$ cat src/rtl/wb_regfile_pkg.sv
// Shared widths and read-source selection for the writeback stage and register file.
// Latency: none (definitions only).
// Backpressure: none (definitions only).
`ifndef REG_LENGTH
`define REG_LENGTH 32
`endif
`ifndef REG_ADDR_LEN
`define REG_ADDR_LEN 5
`endif
`ifndef REG_NUM
`define REG_NUM 32
`endif
`ifndef ENABLE
`define ENABLE 1'b1
`endif
`ifndef DISABLE
`define DISABLE 1'b0
`endif

package wb_regfile_pkg;

  localparam int DATA_W_DEF = `REG_LENGTH;
  localparam int ADDR_W_DEF = `REG_ADDR_LEN;
  localparam int REG_NUM_DEF = `REG_NUM;
  localparam int CNT_W_DEF = 32;

  // Where an operand read is served from, youngest producer first.
  typedef enum logic [1:0] {
    SRC_ZERO = 2'd0,
    SRC_EX   = 2'd1,
    SRC_WB   = 2'd2,
    SRC_ARR  = 2'd3
  } rd_src_t;

  // Read priority: disabled or r0 -> zero, then EX result, then WB latch, then storage.
  function automatic rd_src_t sel_src(input logic rd, input logic addr_zero,
                                      input logic ex_hit, input logic wb_hit);
    if (!rd || addr_zero) return SRC_ZERO;
    if (ex_hit)           return SRC_EX;
    if (wb_hit)           return SRC_WB;
    return SRC_ARR;
  endfunction

endpackage

$ cat src/rtl/wb_regfile_array.sv
// General register storage: one synchronous write port, two asynchronous read ports.
// Latency: write visible on the read ports the cycle after the write edge; reads are combinational.
// Backpressure: none; r0 is never written so it always reads zero.
import wb_regfile_pkg::*;

module wb_regfile_array #(
  parameter int DATA_W = DATA_W_DEF,
  parameter int ADDR_W = ADDR_W_DEF
) (
  input  logic              clk,
  input  logic              rst,
  input  logic              we,
  input  logic [ADDR_W-1:0] waddr,
  input  logic [DATA_W-1:0] wdata,
  input  logic [ADDR_W-1:0] raddr_a,
  output logic [DATA_W-1:0] rdata_a,
  input  logic [ADDR_W-1:0] raddr_b,
  output logic [DATA_W-1:0] rdata_b
);

  localparam int DEPTH = 2 ** ADDR_W;

  logic [DATA_W-1:0] mem [DEPTH];

  // Clear everything on reset; otherwise store the write unless it targets r0.
  always_ff @(posedge clk) begin
    if (!rst) begin
      for (int i = 0; i < DEPTH; i++) begin
        mem[i] <= '0;
      end
    end else if (we && (waddr != '0)) begin
      mem[waddr] <= wdata;
    end
  end

  // Asynchronous read ports.
  always_comb begin
    rdata_a = mem[raddr_a];
    rdata_b = mem[raddr_b];
  end

endmodule

$ cat src/rtl/wb_regfile.sv
// EX/WB latch, register file commit, bypassed operand reads and commit counter.
// Latency: EX result latched at edge N, committed at N+1; bypass makes it readable the same cycle.
// Backpressure: stall holds the latch (which re-commits each held cycle); flush kills the latched write.
import wb_regfile_pkg::*;

module wb_regfile #(
  parameter int DATA_W = DATA_W_DEF,
  parameter int ADDR_W = ADDR_W_DEF,
  parameter int CNT_W  = CNT_W_DEF
) (
  input  logic              clk,
  input  logic              rst,
  input  logic              stall,
  input  logic              flush,
  input  logic [DATA_W-1:0] regcData,
  input  logic [ADDR_W-1:0] regcAddr,
  input  logic              regcWr,
  input  logic              regaRd,
  input  logic [ADDR_W-1:0] regaAddr,
  input  logic              regbRd,
  input  logic [ADDR_W-1:0] regbAddr,
  output logic [DATA_W-1:0] regaData,
  output logic [DATA_W-1:0] regbData,
  output logic [DATA_W-1:0] wbData,
  output logic [ADDR_W-1:0] wbAddr,
  output logic              wbWr,
  output logic [CNT_W-1:0]  wbCnt
);

  logic [DATA_W-1:0] wb_data_q;
  logic [ADDR_W-1:0] wb_addr_q;
  logic              wb_wr_q;
  logic [CNT_W-1:0]  cnt_q;
  logic              commit;
  logic [DATA_W-1:0] arr_a;
  logic [DATA_W-1:0] arr_b;
  rd_src_t           src_a;
  rd_src_t           src_b;

  // A latched write to r0 is neither stored nor counted.
  assign commit = wb_wr_q && (wb_addr_q != '0);

  wb_regfile_array #(
    .DATA_W (DATA_W),
    .ADDR_W (ADDR_W)
  ) u_array (
    .clk     (clk),
    .rst     (rst),
    .we      (commit),
    .waddr   (wb_addr_q),
    .wdata   (wb_data_q),
    .raddr_a (regaAddr),
    .rdata_a (arr_a),
    .raddr_b (regbAddr),
    .rdata_b (arr_b)
  );

  // EX/WB latch: reset clears, stall holds, flush loads a dead write, else loads the EX result.
  always_ff @(posedge clk) begin
    if (!rst) begin
      wb_data_q <= '0;
      wb_addr_q <= '0;
      wb_wr_q   <= `DISABLE;
    end else if (!stall) begin
      wb_data_q <= regcData;
      wb_addr_q <= regcAddr;
      wb_wr_q   <= flush ? `DISABLE : regcWr;
    end
  end

  // Commit counter; counts every commit cycle including re-commits while stalled, wraps silently.
  always_ff @(posedge clk) begin
    if (!rst) begin
      cnt_q <= '0;
    end else if (commit) begin
      cnt_q <= cnt_q + CNT_W'(1);
    end
  end

  // Operand read muxes with EX and WB bypass.
  always_comb begin
    src_a = sel_src(regaRd, regaAddr == '0, regcWr && (regcAddr == regaAddr),
                    wb_wr_q && (wb_addr_q == regaAddr));
    src_b = sel_src(regbRd, regbAddr == '0, regcWr && (regcAddr == regbAddr),
                    wb_wr_q && (wb_addr_q == regbAddr));
    regaData = '0;
    regbData = '0;
    case (src_a)
      SRC_EX:  regaData = regcData;
      SRC_WB:  regaData = wb_data_q;
      SRC_ARR: regaData = arr_a;
      default: regaData = '0;
    endcase
    case (src_b)
      SRC_EX:  regbData = regcData;
      SRC_WB:  regbData = wb_data_q;
      SRC_ARR: regbData = arr_b;
      default: regbData = '0;
    endcase
  end

  assign wbData = wb_data_q;
  assign wbAddr = wb_addr_q;
  assign wbWr   = wb_wr_q;
  assign wbCnt  = cnt_q;

endmodule

$ cat config.mk
export PLATFORM = sky130hd
export DESIGN_NAME = wb_regfile
export DESIGN_NICKNAME = d
export VERILOG_FILES = /design/src/rtl/wb_regfile_pkg.sv /design/src/rtl/wb_regfile_array.sv /design/src/rtl/wb_regfile.sv
export SDC_FILE = /design/constraint.sdc
export NUM_CORES = 2
export LEC_CHECK = 0
export ABC_AREA = 1
export BUFFER_PORTS_ARGS = -buffer_cell sky130_fd_sc_hd__buf_2
export CORE_MARGIN = 4
export CORE_UTILIZATION = 45
export DETAILED_ROUTE_END_ITERATION = 10
export PLACE_DENSITY_LB_ADDON = 0.25
export SYNTH_ARGS = -nofsm -noshare
export SYNTH_HDL_FRONTEND = slang
export SYNTH_SLANG_ARGS = --single-unit
$ cat constraint.sdc
create_clock -name clk -period 3.1 [get_ports clk]
set_clock_uncertainty 0.2 [all_clocks]
set_input_delay 0.155 -clock clk [delete_from_list [all_inputs] [get_ports clk]]
set_output_delay 0.155 -clock clk [all_outputs]
set_load 0.02 [all_outputs]
# [Word level (Yosys, flattened, before mapping)]
# Memory sizes are Yosys's and may differ from the RTL's.
# Cells that the tools add are included.
[totals] reg_bits=70 ram_bits=1024 input_bits=54 out_inout_bits=134 elab_cells=64 mem_count=1
[mem_list] name="u_array.mem" depth=32 width=32 read_ports=2 rd_clocked_by_memory_dff=0 write_ports=32 line="wb_regfile_array.sv:23" source="logic [DATA_W-1:0] mem [DEPTH];"
[classes] n_addsub=1 n_eq_ne=10 muxes=34 n_reduce_logical=14
[ops] cell="one-hot mux 32 bit (3 select lines)" count=2
[ops] cell="adder 32 x 1 -> 32 bit, second input constant" count=1
[ops] cell="two-way mux 32 bit" count=1
[ops] cell="OR reduction 32 bit" count=1
[ops] cell="two-way mux 2 bit" count=12
[ops] cell="equality test 5 bit" count=4
[ops] cell="two-way mux 1 bit" count=18
[ops] cell="logical NOT 5 bit" count=2
[ops] cell="equality test 2 bit, second input constant" count=4
[ops] cell="logical AND 1 bit" count=6
[ops] cell="two-way mux 5 bit" count=1
[ops] cell="nonzero test 5 bit" count=1
[ops] cell="equality test 2 x 1 -> 1 bit, second input constant" count=2
[ops] cell="logical NOT 1 bit" count=2
[ops] cell="logical OR 1 bit" count=2

# [Longest topological paths before layout]
[depth] ltp_word=11 mapped_depth=14 ltp_nobuf=11

# [Hierarchy]
# A second synthesis with hierarchy kept.
[unflattened] cells_unflattened=8072 area_unflattened_um2=61828.0
[by_module_without_submodules] mod="wb_regfile_array" n_inst=1 cells_each=7191 area_per_inst_um2=56681.9 seq_area_each_um2=30749.5
[by_module_without_submodules] mod="wb_regfile" n_inst=1 cells_each=881 area_per_inst_um2=5146.2 seq_area_each_um2=1401.3

# [Worst setup path before layout]
# Ideal clock, no wire load.
[synth_path] path_type="flip-flop to flip-flop" from="register wb_addr_q[2], in the netlist wbAddr[2]" to="memory u_array.mem[11][0] (netlist name), enable pin" setup_time_ns=0.389 arrival_time_ns=2.331 t_required_ns=2.511 slack_ns=0.180 path_stages_with_launch=11 n_path_buf=2 synth_period_minus_slack_ns=2.920 path_cell_list="dfxtp_1 -> buf_2 -> nor3_1 -> nand2_1 -> nand2_1 -> nor2_1 -> nand3_1 -> inv_1 -> nand2_1 -> buf_2 -> nand2_1"
[synth_lines] item="start: declaration" line="wb_regfile.sv:31" source="logic [ADDR_W-1:0] wb_addr_q;"
[synth_lines] item="start signal: assignment" line="wb_regfile.sv:66" source="wb_addr_q <= regcAddr;"
[synth_lines] item="end: declaration" line="wb_regfile_array.sv:23"

# [Worst setup path after layout]
[layout_path] from="register wb_addr_q[3], in the netlist wbAddr[3]" to="output regaData[10]"
[layout_between] elab_chain_cells=10 elab_cells_between_ends=13 classes_between="eq/ne: 4; mux: 8; reduce/logical: 1"
[layout_lines] item="equality test 5 bit (*)" line="wb_regfile.sv:83" source="wb_wr_q && (wb_addr_q == regaAddr));"
[layout_lines] item="logical AND 1 bit (*)" line="wb_regfile.sv:83"
[layout_lines] item="two-way mux 1 bit (2 in series)" line="wb_regfile_pkg.sv:40" source="if (wb_hit) return SRC_WB;"
[layout_lines] item="two-way mux 1 bit" line="wb_regfile_pkg.sv:39" source="if (ex_hit) return SRC_EX;"
[layout_lines] item="two-way mux 2 bit (*)" line="wb_regfile_pkg.sv:41" source="return SRC_ARR;"
[layout_lines] item="two-way mux 2 bit (*)" line="wb_regfile_pkg.sv:40"
[layout_lines] item="two-way mux 2 bit (*)" line="wb_regfile_pkg.sv:39"
[layout_lines] item="equality test 2 bit / equality test 2 x 1 -> 1 bit (equally long branches)" line="wb_regfile.sv:88" source="case (src_a)"
[layout_lines] item="one-hot mux 32 bit (3 select lines) (*)" line="wb_regfile.sv:88"
[layout_lines] item="end: declaration" line="wb_regfile.sv:22" source="output logic [DATA_W-1:0] regaData,"
# Every way passes the cells marked *; elsewhere a longest branch is shown, timed or not. The select of a mux whose other input is x is not followed.

==> qor.yml <==
outcome:
  outcome: "finished clean"
synth:
  synth-edff-count: 1024
  async_flop_share_pct: 0
  syn_inst: 8236
  synthTopCellsByArea: "edfxtp_1 50%, nand2_1 20%, nand3_1 12%, nor2_1 6.6%, clkbuf_1 2.7%"
  yosys_warnings: 0
  avgSynthCellArea_um2: 7.47
  synth_common_cells: "3331 x nand2_1, 1506 x nand3_1, 1082 x nor2_1"
  ys_seq_area_share_pct: 52.3
  synth_seq_cells: 1094
  yosys.cell_count.top_type: "nand2_1"
  synth_top_area_cell: "edfxtp_1"
  synth_top_area_share_pct: 50.0
  synth_cell_types: 27
  ys.flop_type: "edfxtp_1"
  netlist_area_um2: 61500
clock_network:
  cts_made_buffers: 119
  clkSlewWorstSetupHoldPaths_ns: 0.06
  cts_sinks: 1094
  insertion_delay_ns: 0.77
  cts_tree: "yes"
  ctsHtreeMaxLevel: 3
  clockBufferDepth: 3
  cts_root_buf: "clkbuf_16"
placement:
  dp_cells: 9839
  dp_slack_ns: 0.130
  io_buffers: 187
  place.gp.congestion: 0.989
  dpl.hpwl_mm: 152
power_and_ir_drop:
  ir_drop_uv: 477
  p_switching_mw: 10.5
  power.internal_mw: 26.2
  power.share.clock_pct: 38.9
  pwr-share-comb_pct: 14.9
  swShare_pct: 28.6
  power.leakage_nw: 29.3
  power_density_nw_per_um2: 520
  seq_power_share_pct: 46.2
final_layout:
  area.growth.synth_to_final_pct: 14.8
  multi_input_area_um2: 25800
  seq_area_um2: 32200
  postLayoutCoreUtil_pct: 52.0
  fin_cells: 10200
  layout-drive-gt1-share_pct: 8.63
  nNetsFinal: 8353
  fillers: 12600
routing:
  firstDrtPassIters: 7
  drt_iter0_drc: 9252
  ant_nets: 0
  post-route-drc-count: 0
  viasPerCell: 5.96
  wl_per_cell_um: 24.4
  drt_wl_total_mm: 249
  num_vias: 60700
setup_path:
  endpoint_kind: "primary output"
  setup.worst_path.start: "wbAddr[3]"
  crit_fanout: 16
  reg2reg_slack_ns: 0.21
  rr_startpoint: "wbAddr[4]"
  startpoint_type: "flop"
  path_class: "reg -> out"
  crit_arrival_ns: 2.69
  worstPathRequired_ns: 2.74
timing:
  max_slew_margin_pct: 36.5
  min_period_ns: 3.04
  rsz0062_at_grt: "true"
  drv_slew: 0
  finalHoldViolations: 0
  fin_crit_sh_pct: 98.2
  finalSetupViolations: 0
  fmax_mhz: 328
  tightest_slew_ns: 0.951
  timing.final.ws_setup_ns: 0.0555
  tns_ns: 0
global_routing:
  track_usage_pct: 33.9
  grt_pass1_wl_mm: 363
  antenna_found_initial: 1
  overflow: 0
  grt_max_degree: 116
  grt_pass1_vias: 56300
die:
  design.die.area_um2: 143000
  coreArea_um2: 136000
  rows: 135
  fp.dieW_um: 378
  io_pins: 188
  initial_core_util_pct: 45.4
  die_y_um: 378
worst_hold_path:
  min_path_type: "in -> reg"
  hold_start: "stall"
run:
  maxCapViolCount: 0
## area by class of cell
class	count	share of cell area, %
multi-input combinational	6184	36.6
timing repair buffer	579	7.56
sequential	1094	45.5
inverter	320	1.76
tap	1781	3.16
clock inverter	69	0.814
antenna	1	0.00355
clock buffer	151	4.55
## cells in the final DEF (no fill, tap or decap), types with 4 or more instances in the layout
master	instances
dlygate4sd3_1	114
or2_2	8
clkinv_2	32
clkinv_1	28
buf_4	198
inv_2	5
buf_8	6
buf_12	84
nand2_1	3291
inv_1	304
nor3_1	11
clkbuf_1	25
nand2_2	38
nand3_2	15
a21oi_1	65
nand4_1	71
dfxtp_1	69
nor2_1	1073
nand3b_1	11
clkbuf_16	124
nand3_1	1488
nor2_4	7
conb_1	32
buf_2	170
bufinv_16	10
edfxtp_1	1024
inv_8	4
o21ai_0	54
buf_6	5
## flip-flops by register name, indices dropped and copies added, names as in the netlist
signal,cells
u_array.mem,1024
wbAddr,5
wbCnt,32
wbData,32
wbWr,1
## power by group through the flow
stage                     combinational (mW)  clock, mW  sequential [mW]
after floorplan                         2.84          0             17.2
after global placement                  5.03          0             17.2
after detailed placement                5.07          0             17.3
after CTS                               5.23       14.3             16.9
after global routing                    5.72       15.0             17.0
final                                   5.45       14.3             17.0
## critical path, cell delays in order, from the launching register on
cell and delay [ns]:
dfxtp_2 0.34, buf_6 0.15, clkinvlp_4 0.14, nand2_1 0.11
nand2_1 0.05, nand3b_1 0.20, nor2_4 0.18, buf_12 0.21
nand4_1 0.11, nand2_1 0.10, inv_1 0.07, nand2_4 0.11
buf_4 0.16
## metal layers
metal | track usage (%) | wire length, um | up-vias
met5 | 0 | 0 | -
met4 | 21.5 | 18100 | 0
met3 | 8.50 | 32700 | 858
met2 | 51.1 | 108000 | 4592
met1 | 43.6 | 89800 | 28400
li1 | - | - | 26900
## worst paths after layout
kind | end | cells past startpoint
setup / recovery | regaData[10] | 12
setup reg to reg | u_array.mem[3][6] | 10
hold reg to reg | wbCnt[16] | 2
hold / removal | wbWr | 3
## per-stage QoR
| stage | power (mW) | hold slack [ns] | area [um^2] |
|---|---|---|---|
| CTS | 36.5 | 0.0691 | 70400 |
| finish | 36.7 | 0.122 | 70600 |
| detailed placement | 22.3 | 0.265 | 65400 |
| floorplan | 20.1 | 0.134 | 61600 |
| global placement | 22.3 | 0.249 | 65400 |
| global route | 37.7 | 0.162 | 70600 |
## cell families after synthesis
logic type,count (synthesis),synth area share (%)
other,1,0.00610
buffers and inverters,989,6.39
AO/OA/AOI/OAI,123,1.01
flip-flops,1094,52.3
AND/OR/NAND/NOR,6024,40.2
XOR/XNOR,4,0.0570
adder cells (fa/ha/maj),1,0.0203
## repair_timing
item                       4_1_cts  5_1_grt
pin swaps                        1        0
cloned                           1        1
hold endpoints to repair       100        0
setup buffers                    3        1
resized for setup               16       43
setup endpoints to repair       26      249
hold buffers                   114        0
(Power assumes the default switching activity.)
